==> src/rtl/pc_fetch_pkg.sv <==
`default_nettype none
// ============================================================================
// Module  : pc_fetch_pkg
// Brief   : Shared fetch-stage defines, constants and types.
// Revision: 1.0 - initial release
// ============================================================================

`ifndef PC_FETCH_DEFINES
`define PC_FETCH_DEFINES
`define NOP              32'h0000_0013
`define RESET_PC_DEFAULT 32'h0000_0000
`define INST_W           32
`endif

package pc_fetch_pkg;

  localparam int              XLEN             = `INST_W;
  localparam logic [XLEN-1:0] NOP_INST         = `NOP;
  localparam logic [XLEN-1:0] RESET_PC_DEFAULT = `RESET_PC_DEFAULT;

  // One prefetched instruction together with the address it came from
  typedef struct packed {
    logic [XLEN-1:0] pc;
    logic [XLEN-1:0] inst;
  } fetch_entry_t;

  // Redirect targets are forced onto a word boundary
  function automatic logic [XLEN-1:0] word_align(input logic [XLEN-1:0] addr);
    return {addr[XLEN-1:2], 2'b00};
  endfunction

endpackage

`default_nettype wire

==> src/rtl/pc_fetch_if.sv <==
`default_nettype none
// ============================================================================
// Module  : pc_fetch_if
// Brief   : Instruction-memory request/response bus between fetch and imem.
// Revision: 1.0 - initial release
// ============================================================================

interface pc_fetch_if;

  logic        imem_req_o;
  logic [31:0] imem_addr_o;
  logic        imem_rvalid_i;
  logic [31:0] imem_rdata_i;

  // Fetch stage side: issues requests, receives in-order responses
  modport master (
    output imem_req_o,
    output imem_addr_o,
    input  imem_rvalid_i,
    input  imem_rdata_i
  );

  // Memory side
  modport slave (
    input  imem_req_o,
    input  imem_addr_o,
    output imem_rvalid_i,
    output imem_rdata_i
  );

endinterface

`default_nettype wire

==> src/rtl/pc_fetch_sync_fifo.sv <==
`default_nettype none
// ============================================================================
// Module  : sync_fifo
// Brief   : Small synchronous FIFO with flush, occupancy count and
//           combinational head output.
// Revision: 1.0 - initial release
// ============================================================================

module sync_fifo #(
  parameter int WIDTH = 32,
  parameter int DEPTH = 2,
  localparam int AW   = $clog2(DEPTH),
  localparam int CW   = AW + 1
) (
  input  wire logic             clk,
  input  wire logic             rst_n,
  input  wire logic             push_i,
  input  wire logic [WIDTH-1:0] data_i,
  input  wire logic             pop_i,
  input  wire logic             flush_i,
  output logic      [WIDTH-1:0] head_o,
  output logic      [CW-1:0]    count_o
);

  logic [WIDTH-1:0] mem_q [DEPTH];
  logic [AW-1:0]    rd_ptr_q;
  logic [AW-1:0]    wr_ptr_q;
  logic [CW-1:0]    count_q;
  logic             push_ok;
  logic             pop_ok;

  // Refuse pushes into a full FIFO and pops from an empty one
  always_comb begin
    pop_ok  = pop_i && (count_q != '0);
    push_ok = push_i && ((count_q != CW'(DEPTH)) || pop_ok);
  end

  // Pointer and occupancy bookkeeping; flush empties the FIFO in one cycle
  always_ff @(posedge clk or negedge rst_n) begin
    if (!rst_n) begin
      rd_ptr_q <= '0;
      wr_ptr_q <= '0;
      count_q  <= '0;
    end else if (flush_i) begin
      rd_ptr_q <= '0;
      wr_ptr_q <= '0;
      count_q  <= '0;
    end else begin
      if (push_ok) wr_ptr_q <= wr_ptr_q + AW'(1);
      if (pop_ok)  rd_ptr_q <= rd_ptr_q + AW'(1);
      count_q <= count_q + CW'(push_ok) - CW'(pop_ok);
    end
  end

  // Storage array; contents are don't-care until written
  always_ff @(posedge clk) begin
    if (push_ok && !flush_i) mem_q[wr_ptr_q] <= data_i;
  end

  assign head_o  = mem_q[rd_ptr_q];
  assign count_o = count_q;

endmodule

`default_nettype wire

==> src/rtl/pc_fetch.sv <==
`default_nettype none
// ============================================================================
// Module  : pc_fetch
// Brief   : Instruction-fetch stage: PC generation, credit-limited imem
//           requests, prefetch FIFO feeding IF/ID, hold and jump redirect
//           with discard of stale in-flight responses.
// Revision: 1.0 - initial release
// ============================================================================

module pc_fetch
  import pc_fetch_pkg::*;
#(
  parameter logic [31:0] RESET_PC = RESET_PC_DEFAULT,
  parameter int          DEPTH    = 2
) (
  input  wire logic        clk,
  input  wire logic        rst_n,
  input  wire logic        jump_en_i,
  input  wire logic [31:0] jump_addr_i,
  input  wire logic        hold_i,
  pc_fetch_if.master       imem,
  output logic             valid_o,
  output logic      [31:0] Inst_o,
  output logic      [31:0] PC_o
);

  localparam int CW = $clog2(DEPTH) + 1;

  logic [31:0]  fetch_pc_q, fetch_pc_d;
  logic [CW-1:0] drop_q, drop_d;
  logic [CW-1:0] inflight;       // tag-queue occupancy == requests outstanding
  logic [CW-1:0] inflight_d;
  logic [CW-1:0] inst_count;
  logic [CW:0]   credit_used;
  logic [31:0]   tag_head;
  fetch_entry_t  inst_head;
  fetch_entry_t  inst_wdata;
  logic          issue;
  logic          resp;
  logic          push_inst;
  logic          pop_inst;

  // Issue/response/pop decisions and next-state of PC and drop counter
  always_comb begin
    credit_used = {1'b0, inflight} + {1'b0, inst_count};
    // Gate on rst_n so no request is visible while reset is held
    issue       = rst_n && !jump_en_i && (credit_used < (CW+1)'(DEPTH));
    resp        = imem.imem_rvalid_i && (inflight != '0);
    // A response landing in a jump cycle is stale as well
    push_inst   = resp && (drop_q == '0) && !jump_en_i;
    valid_o     = (inst_count != '0) && !jump_en_i;
    pop_inst    = valid_o && !hold_i;
    inflight_d  = inflight + CW'(issue) - CW'(resp);

    drop_d = drop_q;
    if (jump_en_i) begin
      drop_d = inflight_d;
    end else if (resp && (drop_q != '0)) begin
      drop_d = drop_q - CW'(1);
    end

    fetch_pc_d = fetch_pc_q;
    if (jump_en_i) begin
      fetch_pc_d = word_align(jump_addr_i);
    end else if (issue) begin
      fetch_pc_d = fetch_pc_q + 32'd4;
    end

    inst_wdata.pc   = tag_head;
    inst_wdata.inst = imem.imem_rdata_i;

    Inst_o = valid_o ? inst_head.inst : NOP_INST;
    PC_o   = valid_o ? inst_head.pc   : 32'h0;
  end

  // Fetch PC and stale-response counter
  always_ff @(posedge clk or negedge rst_n) begin
    if (!rst_n) begin
      fetch_pc_q <= RESET_PC;
      drop_q     <= '0;
    end else begin
      fetch_pc_q <= fetch_pc_d;
      drop_q     <= drop_d;
    end
  end

  assign imem.imem_req_o  = issue;
  assign imem.imem_addr_o = fetch_pc_q;

  // PCs of outstanding requests, consumed as responses come back in order
  sync_fifo #(
    .WIDTH (32),
    .DEPTH (DEPTH)
  ) u_tag_q (
    .clk     (clk),
    .rst_n   (rst_n),
    .push_i  (issue),
    .data_i  (fetch_pc_q),
    .pop_i   (resp),
    .flush_i (1'b0),
    .head_o  (tag_head),
    .count_o (inflight)
  );

  // Prefetched {pc, inst} entries presented to IF/ID
  sync_fifo #(
    .WIDTH ($bits(fetch_entry_t)),
    .DEPTH (DEPTH)
  ) u_inst_q (
    .clk     (clk),
    .rst_n   (rst_n),
    .push_i  (push_inst),
    .data_i  (inst_wdata),
    .pop_i   (pop_inst),
    .flush_i (jump_en_i),
    .head_o  (inst_head),
    .count_o (inst_count)
  );

  // A response with nothing outstanding is a memory-side protocol error
  a_no_orphan_resp : assert property (@(posedge clk) disable iff (!rst_n)
    imem.imem_rvalid_i |-> (inflight != '0));

endmodule

`default_nettype wire

==> src/flat_wrapper.sv <==
// flat-port wrapper written by rule: the top's interface ports become plain ports
module pc_fetch_flat import pc_fetch_pkg::*;
#(
  parameter logic [31:0] RESET_PC = RESET_PC_DEFAULT,
  parameter int          DEPTH    = 2
)
  (clk, rst_n, jump_en_i, jump_addr_i, hold_i, valid_o, Inst_o, PC_o, imem_imem_req_o, imem_imem_addr_o, imem_imem_rvalid_i, imem_imem_rdata_i);
  pc_fetch_if imem_i ();
  input  wire logic clk;
  input  wire logic rst_n;
  input  wire logic jump_en_i;
  input  wire logic [31:0] jump_addr_i;
  input  wire logic hold_i;
  output logic valid_o;
  output logic      [31:0] Inst_o;
  output logic      [31:0] PC_o;
  output wire logic [$bits(imem_i.imem_req_o)-1:0] imem_imem_req_o;
  output wire logic [$bits(imem_i.imem_addr_o)-1:0] imem_imem_addr_o;
  input wire logic [$bits(imem_i.imem_rvalid_i)-1:0] imem_imem_rvalid_i;
  input wire logic [$bits(imem_i.imem_rdata_i)-1:0] imem_imem_rdata_i;
  assign imem_imem_req_o = imem_i.imem_req_o;
  assign imem_imem_addr_o = imem_i.imem_addr_o;
  assign imem_i.imem_rvalid_i = imem_imem_rvalid_i;
  assign imem_i.imem_rdata_i = imem_imem_rdata_i;
  pc_fetch #(.RESET_PC(RESET_PC), .DEPTH(DEPTH)) u_core (.clk(clk), .rst_n(rst_n), .jump_en_i(jump_en_i), .jump_addr_i(jump_addr_i), .hold_i(hold_i), .imem(imem_i), .valid_o(valid_o), .Inst_o(Inst_o), .PC_o(PC_o));
endmodule
==> config.mk <==
export PLATFORM = sky130hd
export DESIGN_NAME = pc_fetch_flat
export DESIGN_NICKNAME = d
export VERILOG_FILES = /design/src/rtl/pc_fetch_pkg.sv /design/src/rtl/pc_fetch_if.sv /design/src/rtl/pc_fetch_sync_fifo.sv /design/src/rtl/pc_fetch.sv /design/src/flat_wrapper.sv
export SDC_FILE = /design/constraint.sdc
export NUM_CORES = 1
export LEC_CHECK = 0
export BUFFER_PORTS_ARGS = -buffer_cell sky130_fd_sc_hd__buf_2
export CAP_MARGIN = 20
export CORE_ASPECT_RATIO = 1.5
export CORE_MARGIN = 3
export CORE_UTILIZATION = 40
export CTS_CLUSTER_DIAMETER = 100
export DETAILED_ROUTE_END_ITERATION = 16
export PLACE_DENSITY_LB_ADDON = 0.12
export SETUP_SLACK_MARGIN = 0.15
export SLEW_MARGIN = 25
export SYNTH_ARGS = -nofsm -noshare
export SYNTH_HDL_FRONTEND = slang
export SYNTH_SLANG_ARGS = --single-unit
==> constraint.sdc <==
create_clock -name clk -period 10 [get_ports clk]
set_input_delay 2 -clock clk [delete_from_list [all_inputs] [get_ports clk]]
set_output_delay 2 -clock clk [all_outputs]
set_load 0.01 [all_outputs]
* Word-level counts from Yosys, hierarchy flattened *
Memory sizes are Yosys's and may differ from the RTL's.
Index checks and enable logic that the tools add are counted.

cells by class
  add/subtract/negate cells = 13
  order comparisons = 1
  eq/ne operators = 2
  muxes and demuxes = 15
  reductions and logical operators = 25

operators with widths
  cell                                                                   number
  32-bit 2-to-1 mux                                                      4
  32-bit by 3-bit adder with 32-bit output (second input constant)       1
  2-bit nonzero test                                                     7
  1-bit logical AND                                                      13
  1-bit 2-to-1 mux                                                       8
  2-bit by 1-bit adder with 2-bit output                                 3
  2-bit 2-to-1 mux                                                       3
  2-bit by 1-bit subtractor with 2-bit output                            3
  1-bit adder (second input constant)                                    4
  2-bit inequality test (second input constant)                          2
  2-bit by 2-bit adder with 3-bit output                                 1
  3-bit by 2-bit < comparator with 1-bit output (second input constant)  1
  1-bit logical NOT                                                      2
  2-bit logical NOT                                                      1
  1-bit logical OR                                                       2
  2-bit by 1-bit subtractor with 2-bit output (second input constant)    1

storage, ports and cells
  bits in registers = 42
  memory bits (writable) = 192
  output and inout bits = 98
  memories kept = 2

memories
  memory                 words  width  rd ports  clocked after Yosys merged registers in  write ports  line                      source
  u_core.u_inst_q.mem_q  2      64     1         0                                        1            pc_fetch_sync_fifo.sv:25  logic [WIDTH-1:0] mem_q [DEPTH];
  u_core.u_tag_q.mem_q   2      32     1         0                                        1            pc_fetch_sync_fifo.sv:25

* Depth between registers and ports, before layout *
Gate-level depths: netlist (run 1).

  depth in word-level cells = 9
  gate-level depth with buffers = 11

* By module *
A second synthesis (run 1) with hierarchy kept.

unflattened totals
  cell total of the unflattened synthesis = 645
  area total of the unflattened synthesis = 9851.9 sq um

by module, submodules not included
  module                        instances  cells an instance  area an instance (sq um)  seq. area each (sq um)
  sync_fifo at u_core.u_inst_q  1          220                4870.9                    3943.8
  sync_fifo at u_core.u_tag_q   1          121                2541.2                    2021.9
  pc_fetch                      1          304                2439.8                    800.8

* Worst setup path before layout (run 1) *
No wires, ideal clock.

  kind = input -> register
  start point = input jump_en_i
  end point = memory u_core.u_inst_q.mem_q[0][0] in the netlist's numbering, enable pin
  library setup time = 482 ps
  data arrival time = 5390 ps
  data required time = 9518 ps
  slack = 4128 ps
  stages on the path = 5
  path through = clkbuf_1 -> inv_1 -> clkbuf_1 -> nand4_1 -> nor2_1

between the ends
  cells in the longest elaborated chain, start to end = 9
  elaborated cells on any way between the ends = 10
  classes of those cells = mux: 2; reduce/logical: 8

RTL lines
  element                                   line                                                      source
  start: declaration                        flat_wrapper.sv:11                                        input wire logic jump_en_i;
  1-bit logical NOT *                       pc_fetch_sync_fifo.sv:57, pc_fetch.sv:50, pc_fetch.sv:51
  1-bit logical AND                         pc_fetch.sv:51                                            valid_o = (inst_count != '0) && !jump_en_i;
  1-bit logical AND                         pc_fetch.sv:52                                            pop_inst = valid_o && !hold_i;
  1-bit logical AND                         pc_fetch_sync_fifo.sv:34                                  pop_ok = pop_i && (count_q != '0);
  1-bit logical OR                          pc_fetch_sync_fifo.sv:35                                  push_ok = push_i && ((count_q != CW'(DEPTH)) || pop_ok);
  1-bit logical AND                         pc_fetch_sync_fifo.sv:35
  1-bit logical AND *                       pc_fetch_sync_fifo.sv:57                                  if (push_ok && !flush_i) mem_q[wr_ptr_q] <= data_i;
  1-bit 2-to-1 mux *                        pc_fetch_sync_fifo.sv:57
  1-bit 2-to-1 mux (not written as such) *  pc_fetch_sync_fifo.sv:57
  end: declaration                          pc_fetch_sync_fifo.sv:25

Every way passes the cells marked *; elsewhere a longest branch is shown, timed or not.

* Worst setup path after layout (run 1) *
  start point = input jump_en_i
  end point = output Inst_o[0]

between the ends
  cells in the longest elaborated chain, start to end = 3

RTL lines
  element            line                source
  1-bit logical NOT  pc_fetch.sv:51
  1-bit logical AND  pc_fetch.sv:51
  32-bit 2-to-1 mux  pc_fetch.sv:72      Inst_o = valid_o ? inst_head.inst : NOP_INST;
  end: declaration   flat_wrapper.sv:15  output logic [31:0] Inst_o;

Every way passes these cells.

==> results of run 1 <==
-- kinds of logic after synthesis --
| group | after synthesis | synth area share |
|---|---|---|
| flip-flops | 224 | 0.712 |
| buffers and inverters | 50 | 0.0233 |
| other | 1 | 0.000409 |
| multiplexers | 97 | 0.110 |
| AND/OR/NAND/NOR | 180 | 0.0910 |
| adder cells (fa/ha/maj) | 9 | 0.0131 |
| XOR/XNOR | 19 | 0.0181 |
| AO/OA/AOI/OAI | 48 | 0.0322 |
-- per-stage QoR --
stage	utilization	cell area (sq um)	cells	total power [mW]	setup WS, ns
after global placement	0.457	10300	1041	1.66	4.29
after detailed placement	0.459	10300	1043	1.69	4.25
after floorplan	-	9180	631	1.52	4.13
after CTS	0.490	11000	1084	2.48	4.24
final	0.490	11000	1084	2.44	4.27
after global routing	0.490	11000	1084	2.57	4.09
-- where the power goes --
group | switching [mW] | internal [mW]
Clock | 0.338 | 0.449
Combinational | 0.258 | 0.199
Sequential | 0.0589 | 1.14
-- registers in the layout, summed over array words and instances (netlist names) --
| register | flops |
|---|---|
| u_core.u_inst_q.rd_ptr_q | 1 |
| u_core.u_inst_q.count_o | 2 |
| u_core.u_inst_q.wr_ptr_q | 1 |
| u_core.u_tag_q.mem_q | 60 |
| u_core.imem.imem_addr_o | 30 |
| u_core.drop_q | 2 |
| u_core.u_tag_q.count_o | 2 |
| u_core.u_tag_q.wr_ptr_q | 1 |
| u_core.u_tag_q.rd_ptr_q | 1 |
| u_core.u_inst_q.mem_q | 124 |
-- cell type report --
cell class                 count  area, sq um  area share
clock inverter                 8         55.1     0.00500
clock buffer                  33          643      0.0584
inverter                      16         60.1     0.00545
tap                          276          345      0.0314
timing repair buffer         170          908      0.0825
multi-input combinational    357         2470       0.224
sequential                   224         6530       0.593
-- path summary, 6_finish.rpt --
| path | start | endpoint | depth (start not counted) |
|---|---|---|---|
| max in group asynchronous | rst_n | u_core.u_inst_q.rd_ptr_q | 2 |
| min in group asynchronous | rst_n | u_core.imem.imem_addr_o[4] | 2 |
| hold / removal | u_core.u_tag_q.rd_ptr_q | u_core.u_tag_q.rd_ptr_q | 1 |
| hold reg to reg | u_core.u_tag_q.rd_ptr_q | u_core.u_tag_q.rd_ptr_q | 1 |
| setup / recovery | jump_en_i | Inst_o[0] | 7 |
| setup reg to reg | u_core.u_tag_q.count_o[0] | u_core.imem.imem_addr_o[22] | 6 |
-- cell usage after synthesis --
cell,count,area (sq um)
a221o_1,1,10.0
a31oi_1,14,87.6
and2_1,1,6.26
and3_1,2,12.5
and4_1,1,8.76
buf_1,10,37.5
buf_2,2,10.0
buf_4,4,30.0
buf_6,1,11.3
clkbuf_1,16,60.1
clkbuf_2,1,5.00
conb_1,1,3.75
dfrtp_1,40,1000
edfxtp_1,184,5530
fa_1,1,20.0
ha_1,8,100
inv_1,16,60.1
mux2_2,31,349
mux2i_1,66,661
nand2_1,36,135
nand2b_1,1,6.26
nand3_1,12,60.1
nand3b_1,1,7.51
nand4_1,8,50.1
nor2_1,84,315
nor2b_1,1,6.26
nor3_1,4,20.0
nor3b_1,1,7.51
nor4_1,3,18.8
o211ai_1,4,30.0
o21ai_0,19,95.1
o21ai_1,1,5.00
o31ai_1,9,67.6
or2_2,1,6.26
or3_1,6,37.5
or3b_1,1,8.76
or4_1,17,128
xnor2_1,16,140
xor2_1,3,26.3
-- metal layers --
layer  wire, microns  vias up
met5               0        -
met4             406        0
met3             880       34
met2            9300      141
met1            7960     2659
li1                -     2658
-- worst max-delay path, cell delays in order --
cell and delay, ns:
buf_2 0.45, inv_1 0.18, o21ai_4 0.09, buf_4 0.53
inv_1 0.18, nand2_1 0.11, buf_2 0.13
==> impl_results.md, run 1 <==
- Hold WC Path Type: reg2reg
- Peak VDD IR: 165 uV
- Vias: 5492
- Most common cell after layout, fill and taps aside: edfxtp_1
- Cells after synthesis: 628
- Count of final max-slew check failures: 0
- # clock sinks: 224
- DRC errors left: 0
- Num rows: 67
- Total gr overflow: 0
- Clock Latency Late Sink: 0.50 ns
- Drt total wl: 18500 microns
- Max_cap viols: 0
- Placer Congestion: 0.781
- Hold Fails Final Rpt: 0
- Ant. Diodes: 0
- GR Util met1: 0.181
- Mean Syn Cell Area: 14.6 sq um
- YS warnings: 0
- TNS Setup: 0 ns
- Clk buf depth: 3
- Post-DRT Antenna Nets: 0
- Crit Path Class: in2out
- Antenna violations before repair: 0
- Fraction of layout cells with a size suffix above 1: 0.298
- #FFs+latches synth: 224
- Pre-antenna DRT Iters: 6
- Crit. End Element: output pin
- Setup violators final: 0
- H-tree depth: 1
- Vias in the first global route: 5707
- Worst-path fanout max: 61
- Area growth, synth to finish: 20.1%
- CTS tree: yes
- Max-slew headroom: 0.422
- Grt met2 use: 0.262
- RSZ-0062 raised after global routing: false
- Layout fillers: 1993
- Detail Placement HPWL: 12000 microns
- GR Util All Layers: 0.147
- Clock skew: 0.0160 ns
- IO Pins: 167
- Critical Path RT: 8.00 ns
- Initial Util: 0.408
- Final nets: 870
- Hold buffer count at CTS: 0
- First-pass GRT wire length: 29200 microns
- Largest net degree at the start of global routing: 63
- Clock Pin Slew Worst Setup and Hold Paths: 0.06 ns
- Status: finished clean
- Hold WS: 0.470 ns
- PortBufs: 160
- Drt via density: 5.07
- Die width: 130 microns
- Arrival time worst endpoint: 3.73 ns
- # resized after CTS: 0
- Startpoint types: primary input
- P per Cell Area: 222 nW/um^2
- Die H: 191 microns
- Most frequent cells in the layout: edfxtp_1 (184), buf_2 (160), nor2_1 (80)
- Core region area: 22500 sq um
- CTS Buf Count: 23
- Fmax: 174 MHz
- Die ar.: 24800 sq um
- R2R Setup Slk: 6.62 ns
- Period Utilization, post-route: 0.573
- DRT iter0 DRCs: 194
- GRT busiest layer: met2
- Routed len/inst: 17.1 microns
- GR Util met3: 0.0238
- Leak Pwr: 4.07 nW
- Setup bufs post-CTS: 0
- Clock tree root buffer cell: clkbuf_16
- Library cells used by synthesis: 39
- Seq/Total Area, Yosys: 0.712
- Slew @ Worst Pin: 0.867 ns
- Mapped Area: 9170 sq um
- Minimum clock period: 5.73 ns
Power figures use the tool's default switching activity.
==> inputs of run 2 (changes only) <==
- clock period: 10 -> 5.54 ns (I/O delays scaled with it)
==> impl_results.md, run 2 (synthesis gave the netlist of run 1 again) <==
- Post-DRT Antenna Nets: 0 (unchanged)
- CTS tree: yes
- Routed len/inst: 17.0 microns (-0.49%)
- Biggest register: u_core.u_inst_q.mem_q
- Drt total wl: 18500 microns (-0.39%)
- Core region area: 22500 sq um (unchanged)
- Vias in the first global route: 5613 (-1.6%)
- Max_cap viols: 0 (unchanged)
- Status: finished clean
- GR Util met1: 0.182 (+0.000657)
- Hold Fails Final Rpt: 0 (unchanged)
- Most frequent cell on the critical path: buf_2
- Total gr overflow: 0 (unchanged)
- Setup bufs post-CTS: 0 (unchanged)
- Clock skew: 0.0181 ns (+0.00219 ns)
- Hold buffer count at CTS: 0 (unchanged)
- Placer Congestion: 0.754 (-3.4%)
- GR Util met3: 0.0238 (unchanged)
- Switching share of power: 0.267 (-0.000656)
- Seq pwr share: 0.502 (+0.011)
- Pre-CTS setup slack: 1.48 ns (-2.77 ns)
- DRC errors left: 0 (unchanged)
- Slew @ Worst Pin: 0.880 ns (+0.0128 ns)
- Internal: 3.20 mW (+79%)
- # clock sinks: 224 (unchanged)
- Max stage delay on crit path: 0.46 ns (-0.07 ns)
- Combinational group share of total power: 0.184 (-0.003)
- Fraction of layout cells with a size suffix above 1: 0.295 (-0.00284)
- Slowest-stage cell, CP: buf_2
- Worst-path fanout max: 37 (-39%)
- Clock Pin Slew Worst Setup and Hold Paths: 0.06 ns (about the same)
- Initial Util: 0.408 (unchanged)
- Period Utilization, post-route: 0.700
- Vias: 5496 (+0.073%)
- Startpoint types: primary input
- Max reg flops: 124 (unchanged)
- Final WS setup: 1.66 ns (-2.61 ns)
- Largest net degree at the start of global routing: 42 (-33%)
- Detail Placement HPWL: 12600 microns (+4.7%)
- # resized after CTS: 0 (unchanged)
- Grt met2 use: 0.267 (+0.00536)
- Die width: 130 microns (unchanged)
- GR Util All Layers: 0.148 (+0.000652)
- IO Pins: 167 (unchanged)
- Arrival time worst endpoint: 2.77 ns (-0.96 ns)
- PortBufs: 160 (unchanged)
- Max-slew headroom: 0.412 (-0.00996)
- Peak VDD IR: 266 uV (+61%)
- CTS Buf Count: 22 (-4.3%)
- RSZ-0062 raised after global routing: false
- GRT busiest layer: met2
- Pre-antenna DRT Iters: 4 (-2)
- Clock share of power: 0.315 (-0.007)
- Die ar.: 24800 sq um (unchanged)
- Num rows: 67 (unchanged)
- Setup violators final: 0 (unchanged)
- Count of final max-slew check failures: 0 (unchanged)
- Crit. End Element: output pin
- Clock Latency Late Sink: 0.50 ns (about the same)
- Hold WC Path Type: reg2reg
- Fmax: 258 MHz
- Clk buf depth: 3 (unchanged)
- Ant. Diodes: 0 (unchanged)
- Antenna violations before repair: 0 (unchanged)
- Minimum clock period: 3.88 ns
- H-tree depth: 1 (unchanged)
- P per Cell Area: 397 nW/um^2 (+79%)
- Area growth, synth to finish: 19.7%
- Die H: 191 microns (unchanged)
- DRT iter0 DRCs: 190 (-2.1%)
- Leak Pwr: 4.06 nW (-0.25%)
- Most frequent cells in the layout: edfxtp_1 (184), buf_2 (160), nor2_1 (80)
- Drt via density: 5.07 (about the same)
- Final nets: 871 (+0.11%)
- Psw: 1.17 mW (+78%)
- Crit Path Class: in2out
- First-pass GRT wire length: 29300 microns (+0.28%)
- TNS Setup: 0 ns (unchanged)
- Crit path cell chain: buf_2 > inv_1 > o21ai_4 > buf_16 > buf_4 > nor2_1 > buf_2
- Critical Path RT: 4.43 ns (-3.57 ns)
- Clock tree root buffer cell: clkbuf_16
- Most common cell after layout, fill and taps aside: edfxtp_1
## run 2: worst paths after layout
kind | from | endpoint | slack (ns) | cells past startpoint
worst max-delay path | jump_en_i | Inst_o[13] | 1.66 | 7
worst min-delay path | u_core.u_tag_q.rd_ptr_q | u_core.u_tag_q.rd_ptr_q | 0.47 | 1
worst max register to register | u_core.u_tag_q.count_o[0] | u_core.u_tag_q.mem_q[1][8] | 1.96 | 8
worst min register to register | u_core.u_tag_q.rd_ptr_q | u_core.u_tag_q.rd_ptr_q | 0.47 | 1
max in group asynchronous | rst_n | u_core.u_inst_q.rd_ptr_q | 4.37 | 2
min in group asynchronous | rst_n | u_core.imem.imem_addr_o[3] | 0.73 | 2
## run 2: through the flow
step | utilization | cell area (sq um) | std cells | hold slack (ns) | power, mW
finish | 0.489 | 11000 | 1085 | 0.474 | 4.36
global route | 0.489 | 11000 | 1085 | 0.495 | 4.58
CTS | 0.488 | 11000 | 1084 | 0.477 | 4.42
detailed placement | 0.458 | 10300 | 1044 | 0.469 | 3.03
global placement | 0.458 | 10300 | 1044 | 0.462 | 3.00
floorplan | - | 9180 | 631 | 0.468 | 2.75
## run 2: worst max-delay path, delay by kind of cell
family | cells | cell delay [ns]
AO/OA/AOI/OAI | 1 | 0.24
buffers and inverters | 5 | 1.32
AND/OR/NAND/NOR | 1 | 0.09
## run 2: area by class of cell
class	count	area (sq um)
clock buffer	32	619
clock inverter	8	42.5
fill	2003	11500
inverter	16	60.1
multi-input combinational	357	2470
sequential	224	6530
tap	276	345
timing repair buffer	172	911
## run 2: power groups by stage
stage	sequential, mW	combinational (mW)	clock (mW)
final	2.19	0.802	1.37
after floorplan	2.18	0.566	0
after CTS	2.19	0.814	1.42
after global placement	2.22	0.782	0
after detailed placement	2.23	0.807	0
after global routing	2.21	0.894	1.47
## run 2: layer usage
metal	share of wire	wire length, microns	vias up
li1	-	-	2659
met1	0.41	7660	2683
met2	0.52	9620	129
met3	0.047	867	25
met4	0.018	325	0
met5	0	0	-
==> inputs of run 3 (changes only) <==
- clock period: 5.54 -> 3.2 ns (I/O delays scaled with it)
==> impl_results.md, run 3 (synthesis gave the netlist of run 1 again) <==
- Drt via density: 5.07 (about the same)
- Die H: 191 microns (unchanged)
- Period Utilization, post-route: 0.920
- RSZ-0062 raised after global routing: true
- Crit. End Element: register
- Antenna violations before repair: 0 (unchanged)
- Hold WC Path Type: in2async
- Most frequent cell on the critical path: or4_1
- Clk buf depth: 3 (unchanged)
- Final WS setup: 0.256 ns (-1.41 ns)
- Startpoint types: register
- Post-DRT Antenna Nets: 0 (unchanged)
- DRC errors left: 0 (unchanged)
- Layout fillers: 1979 (-1.2%)
- Clock tree root buffer cell: clkbuf_16
- Pre-CTS setup slack: 0.222 ns (-1.26 ns)
- Hold buffer count at CTS: 0 (unchanged)
- Post-Place Cell Area: 10400 sq um (+1.0%)
- Vias: 5549 (+0.96%)
- Vias in the first global route: 5819 (+3.7%)
- CTS tree: yes
- Core region area: 22500 sq um (unchanged)
- Leak Pwr: 4.20 nW (+3.5%)
- IO Pins: 167 (unchanged)
- Routed len/inst: 17.0 microns (-0.36%)
- Seq pwr share: 0.464 (-0.038)
- Critical Path RT: 3.61 ns (-0.82 ns)
- Clock skew: 0.0106 ns (-0.00754 ns)
- Die width: 130 microns (unchanged)
- # clock sinks: 224 (unchanged)
- P per Cell Area: 720 nW/um^2 (+81%)
- Switching share of power: 0.251 (-0.0164)
- Biggest register: u_core.u_inst_q.mem_q
- Max-slew headroom: 0.558 (+0.146)
- Crit path from: u_core.u_tag_q.count_o[0]
- Status: finished clean
- CTS Buf Count: 22 (unchanged)
- GR Util All Layers: 0.148 (+0.000783)
- Arrival time worst endpoint: 3.36 ns (+0.59 ns)
- Crit Path Class: reg2reg
- Count of final max-slew check failures: 0 (unchanged)
- Minimum clock period: 2.94 ns
- Pre-antenna DRT Iters: 4 (unchanged)
- Crit path cell chain: and2_1 > fa_1 > or3b_4 > or4_1 > buf_6 > or4_1 > a31oi_1
- Die ar.: 24800 sq um (unchanged)
- DRT iter0 DRCs: 221 (+16%)
- First-pass GRT wire length: 29700 microns (+1.3%)
- Hold Fails Final Rpt: 0 (unchanged)
- Worst r2r src: u_core.u_tag_q.count_o[0]
- Clock Pin Slew Worst Setup and Hold Paths: 0.06 ns (about the same)
- Max_cap viols: 0 (unchanged)
- Ant. Diodes: 0 (unchanged)
- Area growth, synth to finish: 22.8%
- Max stage delay on crit path: 0.55 ns (+0.09 ns)
- Most frequent cells in the layout: edfxtp_1 (184), buf_2 (160), nor2_1 (80)
- Placer Congestion: 0.771 (+2.2%)
- Detail Placement HPWL: 12400 microns (-1.7%)
- Finished Cell Area: 11300 sq um (+2.6%)
- Total gr overflow: 0 (unchanged)
- Final nets: 881 (+1.1%)
- Drt total wl: 18600 microns (+0.56%)
- Largest net degree at the start of global routing: 63 (+50%)
- Combinational group share of total power: 0.184 (about the same)
- Max reg flops: 124 (unchanged)
- Slew @ Worst Pin: 0.664 ns (-0.217 ns)
- Fraction of layout cells with a size suffix above 1: 0.313 (+0.0171)
- Clock share of power: 0.352 (+0.037)
- Internal: 6.08 mW (+90%)
- Clock Latency Late Sink: 0.49 ns (about the same)
- Most common cell after layout, fill and taps aside: edfxtp_1
- Setup violators final: 0 (unchanged)
- Initial Util: 0.408 (unchanged)
- Peak VDD IR: 441 uV (+66%)
- Psw: 2.04 mW (+75%)
- H-tree depth: 1 (unchanged)
- PortBufs: 160 (unchanged)
- Fmax: 340 MHz
- Worst-path fanout max: 17 (-54%)
- Num rows: 67 (unchanged)
- Slowest-stage cell, CP: or4_1
-- run 3: power by group through the flow --
stage,logic (mW),registers (mW),clock network (mW)
CTS,1.49,3.77,2.95
floorplan,0.991,3.78,0
finish,1.49,3.76,2.86
global placement,1.42,3.81,0
global route,1.67,3.80,3.07
detailed placement,1.47,3.83,0
-- run 3: final timing paths --
| kind | slack, ns | cells past startpoint | end |
|---|---|---|---|
| worst max-delay path | 0.26 | 7 | u_core.imem.imem_addr_o[24] |
| worst min-delay path | 0.26 | 2 | u_core.imem.imem_addr_o[2] |
| worst max register to register | 0.26 | 7 | u_core.imem.imem_addr_o[24] |
| worst min register to register | 0.49 | 1 | u_core.u_tag_q.rd_ptr_q |
| max in group asynchronous | 2.52 | 2 | u_core.u_inst_q.rd_ptr_q |
| min in group clk | 0.34 | 1 | u_core.u_inst_q.mem_q[1][31] |
-- run 3: critical path: cells and delay by family, from the launching register on --
kind / cells / cell delay [ns]
simple gates: 4 / 1.65
fa+ha+maj: 1 / 0.48
flops: 1 / 0.40
buf+inv: 1 / 0.18
compound gates: 1 / 0.17
-- run 3: per-layer routing --
metal / part of all wire / vias to the layer above / GRT usage
li1: - / 2668 / -
met1: 0.41 / 2708 / 0.183
met2: 0.52 / 149 / 0.266
met3: 0.051 / 24 / 0.0252
met4: 0.018 / 0 / 0.0408
met5: 0 / - / 0
-- run 3: what timing repair did --
item / 4_1_cts / 5_1_grt
endpoints found under the setup margin: 0 / 7
setup buffers: 0 / 3
gates resized for setup: 0 / 4
-- run 3: final cells by class --
cell class / instances / area, sq um / area share
inverter: 16 / 60.1 / 0.00533
tap: 276 / 345 / 0.0307
multi-input combinational: 357 / 2490 / 0.221
clock buffer: 32 / 661 / 0.0587
sequential: 224 / 6530 / 0.580
clock inverter: 8 / 164 / 0.0146
timing repair buffer: 182 / 1010 / 0.0898
-- run 3: through the flow --
stage          instances  TNS, ns   util  total power [mW]  hold WS [ns]
2_1_floorplan        631   -37.75      -              4.77         0.344
4_1_cts             1092        0  0.500              8.21         0.289
3_3_place_gp        1052        0  0.463              5.24         0.464
5_1_grt             1095        0  0.501              8.54         0.309
3_5_place_dp        1052        0  0.463              5.31         0.485
6_report            1095        0  0.501              8.11         0.264
